--- config.mk ---
export PLATFORM = sky130hd
export DESIGN_NAME = fetch_stage
export DESIGN_NICKNAME = d
export VERILOG_FILES = /design/src/rtl/fetch_stage.sv
export SDC_FILE = /design/constraint.sdc
export NUM_CORES = 1
export LEC_CHECK = 0
export CORE_UTILIZATION = 43
export CTS_CLUSTER_DIAMETER = 100
export DETAILED_ROUTE_END_ITERATION = 8
export GPL_TIMING_DRIVEN = 0
export PLACE_DENSITY = 0.82
export SYNTH_ARGS = -nofsm -noshare
export SYNTH_HDL_FRONTEND = slang
export SYNTH_SLANG_ARGS = --single-unit
export TNS_END_PERCENT = 30
--- constraint.sdc ---
create_clock -name clk -period 2.1 [get_ports clk]
set_clock_uncertainty 0.15 [all_clocks]
set_input_delay 0.315 -clock clk [delete_from_list [all_inputs] [get_ports clk]]
set_output_delay 0.315 -clock clk [all_outputs]
set_load 0.1 [all_outputs]
--- src/rtl/fetch_stage.sv ---
// Instruction fetch stage: owns the PC, drives the instruction memory address and
// captures the returned word into the IF/ID register with stall, redirect and halt support.
module fetch_stage #(
    parameter logic [31:0] PC_RESET  = 32'h0000_0000,
    parameter logic [31:0] HALT_WORD = 32'hFFFF_FFFF
) (
    input  logic        clk,
    input  logic        rst_n,
    output logic [31:0] imem_addr,
    input  logic [31:0] imem_data,
    input  logic        stall,
    input  logic        redirect,
    input  logic [31:0] redirect_pc,
    output logic        if_id_valid,
    output logic [31:0] if_id_instr,
    output logic [31:0] if_id_pc,
    output logic [31:0] if_id_pc4,
    output logic        halted,
    output logic [31:0] fetch_count
);

    typedef enum logic [1:0] {
        StStart,
        StRun,
        StHalt
    } state_e;

    state_e      state_q;
    logic [31:0] pc_q;
    logic        valid_q;
    logic [31:0] instr_q;
    logic [31:0] id_pc_q;
    logic [31:0] id_pc4_q;
    logic        halted_q;
    logic [31:0] count_q;

    logic [31:0] redirect_target;
    logic [31:0] pc_plus4;
    logic        is_halt_word;
    logic        count_sat;

    assign redirect_target = {redirect_pc[31:2], 2'b00};
    assign pc_plus4        = pc_q + 32'd4;
    assign is_halt_word    = (imem_data == HALT_WORD);
    assign count_sat       = (count_q == 32'hFFFF_FFFF);

    always_ff @(posedge clk or negedge rst_n) begin
        if (!rst_n) begin
            state_q  <= StStart;
            pc_q     <= PC_RESET;
            valid_q  <= 1'b0;
            instr_q  <= 32'h0;
            id_pc_q  <= 32'h0;
            id_pc4_q <= 32'h0;
            halted_q <= 1'b0;
            count_q  <= 32'h0;
        end else begin
            unique case (state_q)
                StStart: begin
                    // Bubble cycle; a redirect here still steers the first fetch.
                    valid_q  <= 1'b0;
                    instr_q  <= 32'h0;
                    id_pc_q  <= 32'h0;
                    id_pc4_q <= 32'h0;
                    halted_q <= 1'b0;
                    state_q  <= StRun;
                    if (redirect) begin
                        pc_q <= redirect_target;
                    end
                end
                StRun: begin
                    if (redirect) begin
                        pc_q     <= redirect_target;
                        valid_q  <= 1'b0;
                        instr_q  <= 32'h0;
                        id_pc_q  <= 32'h0;
                        id_pc4_q <= 32'h0;
                    end else if (stall) begin
                        pc_q <= pc_q;
                    end else if (is_halt_word) begin
                        // PC stays on the halt word so a later redirect is the only exit.
                        valid_q  <= 1'b0;
                        instr_q  <= 32'h0;
                        id_pc_q  <= 32'h0;
                        id_pc4_q <= 32'h0;
                        halted_q <= 1'b1;
                        state_q  <= StHalt;
                    end else begin
                        valid_q  <= 1'b1;
                        instr_q  <= imem_data;
                        id_pc_q  <= pc_q;
                        id_pc4_q <= pc_plus4;
                        pc_q     <= pc_plus4;
                        if (!count_sat) begin
                            count_q <= count_q + 32'd1;
                        end
                    end
                end
                StHalt: begin
                    valid_q  <= 1'b0;
                    instr_q  <= 32'h0;
                    id_pc_q  <= 32'h0;
                    id_pc4_q <= 32'h0;
                    if (redirect) begin
                        pc_q     <= redirect_target;
                        halted_q <= 1'b0;
                        state_q  <= StRun;
                    end
                end
                default: begin
                    state_q  <= StStart;
                    valid_q  <= 1'b0;
                    halted_q <= 1'b0;
                end
            endcase
        end
    end

    assign imem_addr   = pc_q;
    assign if_id_valid = valid_q;
    assign if_id_instr = instr_q;
    assign if_id_pc    = id_pc_q;
    assign if_id_pc4   = id_pc4_q;
    assign halted      = halted_q;
    assign fetch_count = count_q;

    a_bubble_clean : assert property (@(posedge clk) disable iff (!rst_n)
        !valid_q |-> (instr_q == 32'h0 && id_pc_q == 32'h0 && id_pc4_q == 32'h0));

    a_pc4_link : assert property (@(posedge clk) disable iff (!rst_n)
        valid_q |-> (id_pc4_q == id_pc_q + 32'd4));

    a_halt_state : assert property (@(posedge clk) disable iff (!rst_n)
        halted_q == (state_q == StHalt));

endmodule
==> results.yml <==
yosys:
  synth_top_area_cell: "dfrtp_1"
  ys_ff_latch: 158
  synthTopCellsByCount: "dfrtp_1, nand2_1, a22o_1"
  ys.flop_type: "dfrtp_1"
  synth_fa_ha_area_frac: 0.00331
  synth.top_cell.area_share: 0.523
  syn_area_um2: 7560
  synth_xor_xnor_area_share: 0.0672
  synth-simple-area-share: 0.175
  ys_seq_area_frac: 0.523
  synth_cell_type_count: 58
  yosys-top-cells-area: "dfrtp_1, a22o_1, xnor2_1"
  avgSynthCellArea_um2: 10.5
  ys_warn_count: 0
  synth_edf_count: 0
  synthMuxAreaShare: 0.00430
  synth_top_family_by_area: "compound AO/OA/AOI/OAI gates"
  async_flop_share: 1.00
  yosysMostFrequentCell: "dfrtp_1"
  postSynthCellCount: 718
  synth_compound_area_frac: 0.190
clocking:
  cts-buffers-inserted: 17
  h-tree-depth: 4
  clkLatencyLatePin_ps: 430
  cts_tree: "built"
  clock-sinks: 158
  clk_pin_slew_ps: 60
  clockBufferDepth: 2
  cts-root-buf: "clkbuf_16"
timing:
  period_needed_ps: 2140
  slew-limit-headroom: 0.354
  fin_crit_sh: 1.02
  setup-violations-final: 2
  fmax_mhz: 467
  tightest_slew_ps: 973
  hold_violations: 0
  slew_violations: 0
  worst_slack_ps: -40.7
  finalHoldWorstSlack_ps: 21.2
  grt_setup_unrepaired: "true"
worst_setup_path:
  crit_arrival_ps: 2300
  cp_data_required_time_ps: 2260
  worst-path-max-fanout: 6
  start_kind: "flop"
  timing.rr.start: "imem_addr[2]$_DFFE_PN0P_"
  end_kind: "flop"
  startpoint: "imem_addr[2]$_DFFE_PN0P_"
  crit_type: "reg2reg"
cells_and_area:
  fin_nets: 1073
  seq_area_um2: 4140
  drive_above_1_share: 0.374
  area_growth_pct: 52.0
  fillers: 1296
  final_cell_area_um2: 11500
  multi_input_area_um2: 3560
placement:
  port_buffers: 225
  place_area_um2: 10500
  pre_cts_slack_ps: -966
  hpwl_mm: 17.1
  place.gp.congestion: 0.924
grt:
  grt_pass1_wl_mm: 38.5
  grt_pass1_vias: 7056
  grt-ovfl-total: 0
  antenna_found_initial: 0
  grt_max_degree: 109
  gr-usage-all-layers: 0.277
flow_run:
  drv_cap: 0
floorplan:
  dieWidth_um: 135
  dieArea_um2: 18100
  start_util: 0.439
  num_rows: 48
  core_um2: 17200
  fp.dieH_um: 135
  pin_count: 230
route:
  drt_first_pass_iters: 6
  vias: 7367
  vias_per_cell: 5.93
  drc: 0
  drtIter0Drc: 743
  routed_wl_mm: 25.4
  postRouteAntennaNets: 0
  post_drt_wl_per_cell_um: 20.4
power_and_ir_drop:
  irDropWorstVdd_mv: 0.602
  netSwitchingPower_mw: 4.20
  total_power_mw: 10.4
  intPower_mw: 6.17
  leakage_nw: 4.96
  seqPwrFrac: 0.355
  swShare: 0.405
  powerDensity_nw_per_um2: 902
  clockPowerShare: 0.318
  combPwrFrac: 0.328
hold_path:
  hold_start: "imem_data[16]"
  hold_class: "in2reg"
status:
  outcome: "complete, but fails checks"
  failed_checks: "negative setup slack"
worst max-delay path: stages (launching register included):
cell and delay (ps):
dfrtp_4 470, ha_4 180, and4_4 270, and2_4 180, nand4_1 210, a22o_1 280
a221o_1 290
layout by cell type (no fill, tap or decap), drive strengths merged, types with 3 or more instances in the layout:
| cell type | Yosys | final |
|---|---|---|
| a21oi | 7 | 7 |
| a22o | 67 | 67 |
| a22oi | 11 | 11 |
| a2bb2oi | 6 | 6 |
| a31oi | 7 | 7 |
| and2 | 12 | 12 |
| and3 | 16 | 16 |
| and4 | 6 | 6 |
| buf | 16 | 64 |
| bufinv | 0 | 4 |
| clkbuf | 42 | 111 |
| clkdlybuf4s15 | 0 | 102 |
| clkdlybuf4s50 | 0 | 52 |
| clkinv | 0 | 3 |
| clkinvlp | 0 | 3 |
| dfrtp | 158 | 158 |
| dlygate4sd2 | 0 | 3 |
| dlymetal6s2s | 0 | 9 |
| inv | 8 | 11 |
| nand2 | 81 | 81 |
| nand2b | 4 | 4 |
| nand3 | 26 | 26 |
| nand4 | 39 | 39 |
| nor2 | 25 | 25 |
| nor2b | 3 | 3 |
| nor3 | 11 | 11 |
| nor4 | 8 | 8 |
| o21ai | 45 | 45 |
| o22ai | 14 | 14 |
| o2bb2ai | 7 | 7 |
| o31a | 3 | 3 |
| o31ai | 6 | 6 |
| or4 | 3 | 3 |
| xnor2 | 46 | 46 |
| xor2 | 12 | 12 |
metrics by stage:
step / instances / utilization / TNS (ps)
floorplan: 719 / - / -2150
global placement: 1169 / 0.606 / -1094190
detailed placement: 1170 / 0.608 / -110070
CTS: 1217 / 0.664 / -391
global route: 1241 / 0.667 / -826
finish: 1242 / 0.667 / -60.5
timing repair:
| item | in CTS | in global routing |
|---|---|---|
| endpoints found under the setup margin | 316 | 207 |
| hold buffers | 1 | 0 |
| pin swaps | 6 | 21 |
| hold endpoints to repair | 50 | 0 |
| setup buffers | 14 | 25 |
| gates resized for setup | 434 | 138 |
| gates cloned | 1 | 2 |
flip-flops by register name, summed over array words and instances, names as in the netlist:
signal and cells:
imem_addr 30, fetch_count 32, if_id_pc4 30, if_id_pc 31
if_id_valid 1, if_id_instr 32, state_q 2
logic make-up after synthesis:
group	Yosys count
AND/OR/NAND/NOR	237
XOR/XNOR	58
buffers and inverters	66
adder cells (fa/ha/maj)	2
multiplexers	3
AO/OA/AOI/OAI	193
flip-flops	158
other	1
power groups by stage:
stage / clock network [mW] / logic [mW] / registers, mW
CTS: 3.32 / 3.38 / 3.66
floorplan: 0 / 0.638 / 5.50
global placement: 0 / 3.41 / 3.71
finish: 3.30 / 3.40 / 3.68
detailed placement: 0 / 3.44 / 3.71
global route: 3.45 / 3.51 / 3.71
worst paths after layout:
path / to / slack [ps] / cells past startpoint
max reg2reg: imem_addr[28]$_DFFE_PN0P_ / -40 / 6
min in group asynchronous: fetch_count[6]$_DFFE_PN0P_ / 240 / 2
max: imem_addr[28]$_DFFE_PN0P_ / -40 / 6
max in group asynchronous: imem_addr[4]$_DFFE_PN0P_ / 640 / 3
min: if_id_instr[16]$_DFFE_PN0P_ / 20 / 2
min reg2reg: if_id_pc4[23]$_DFFE_PN0P_ / 330 / 2
area by class of cell:
class / instances / area share
Timing Repair Buffer: 269 / 0.216
Antenna cell: 1 / 0.000218
Inverter: 8 / 0.00261
Sequential cell: 158 / 0.360
Multi-Input combinational cell: 495 / 0.310
Clock inverter: 13 / 0.0163
Clock buffer: 19 / 0.0376
Tap cell: 225 / 0.0245
Buffer: 54 / 0.0330
per-layer routing:
metal | part of all wire | vias to the layer above | track usage | wire length, um
met5 | 0 | - | 0 | 0
met4 | 0.031 | 0 | 0.115 | 786
met3 | 0.088 | 72 | 0.0556 | 2240
met2 | 0.48 | 462 | 0.458 | 12300
met1 | 0.40 | 3622 | 0.356 | 10100
li1 | - | 3211 | - | -
Power figures use the tool's default switching activity.
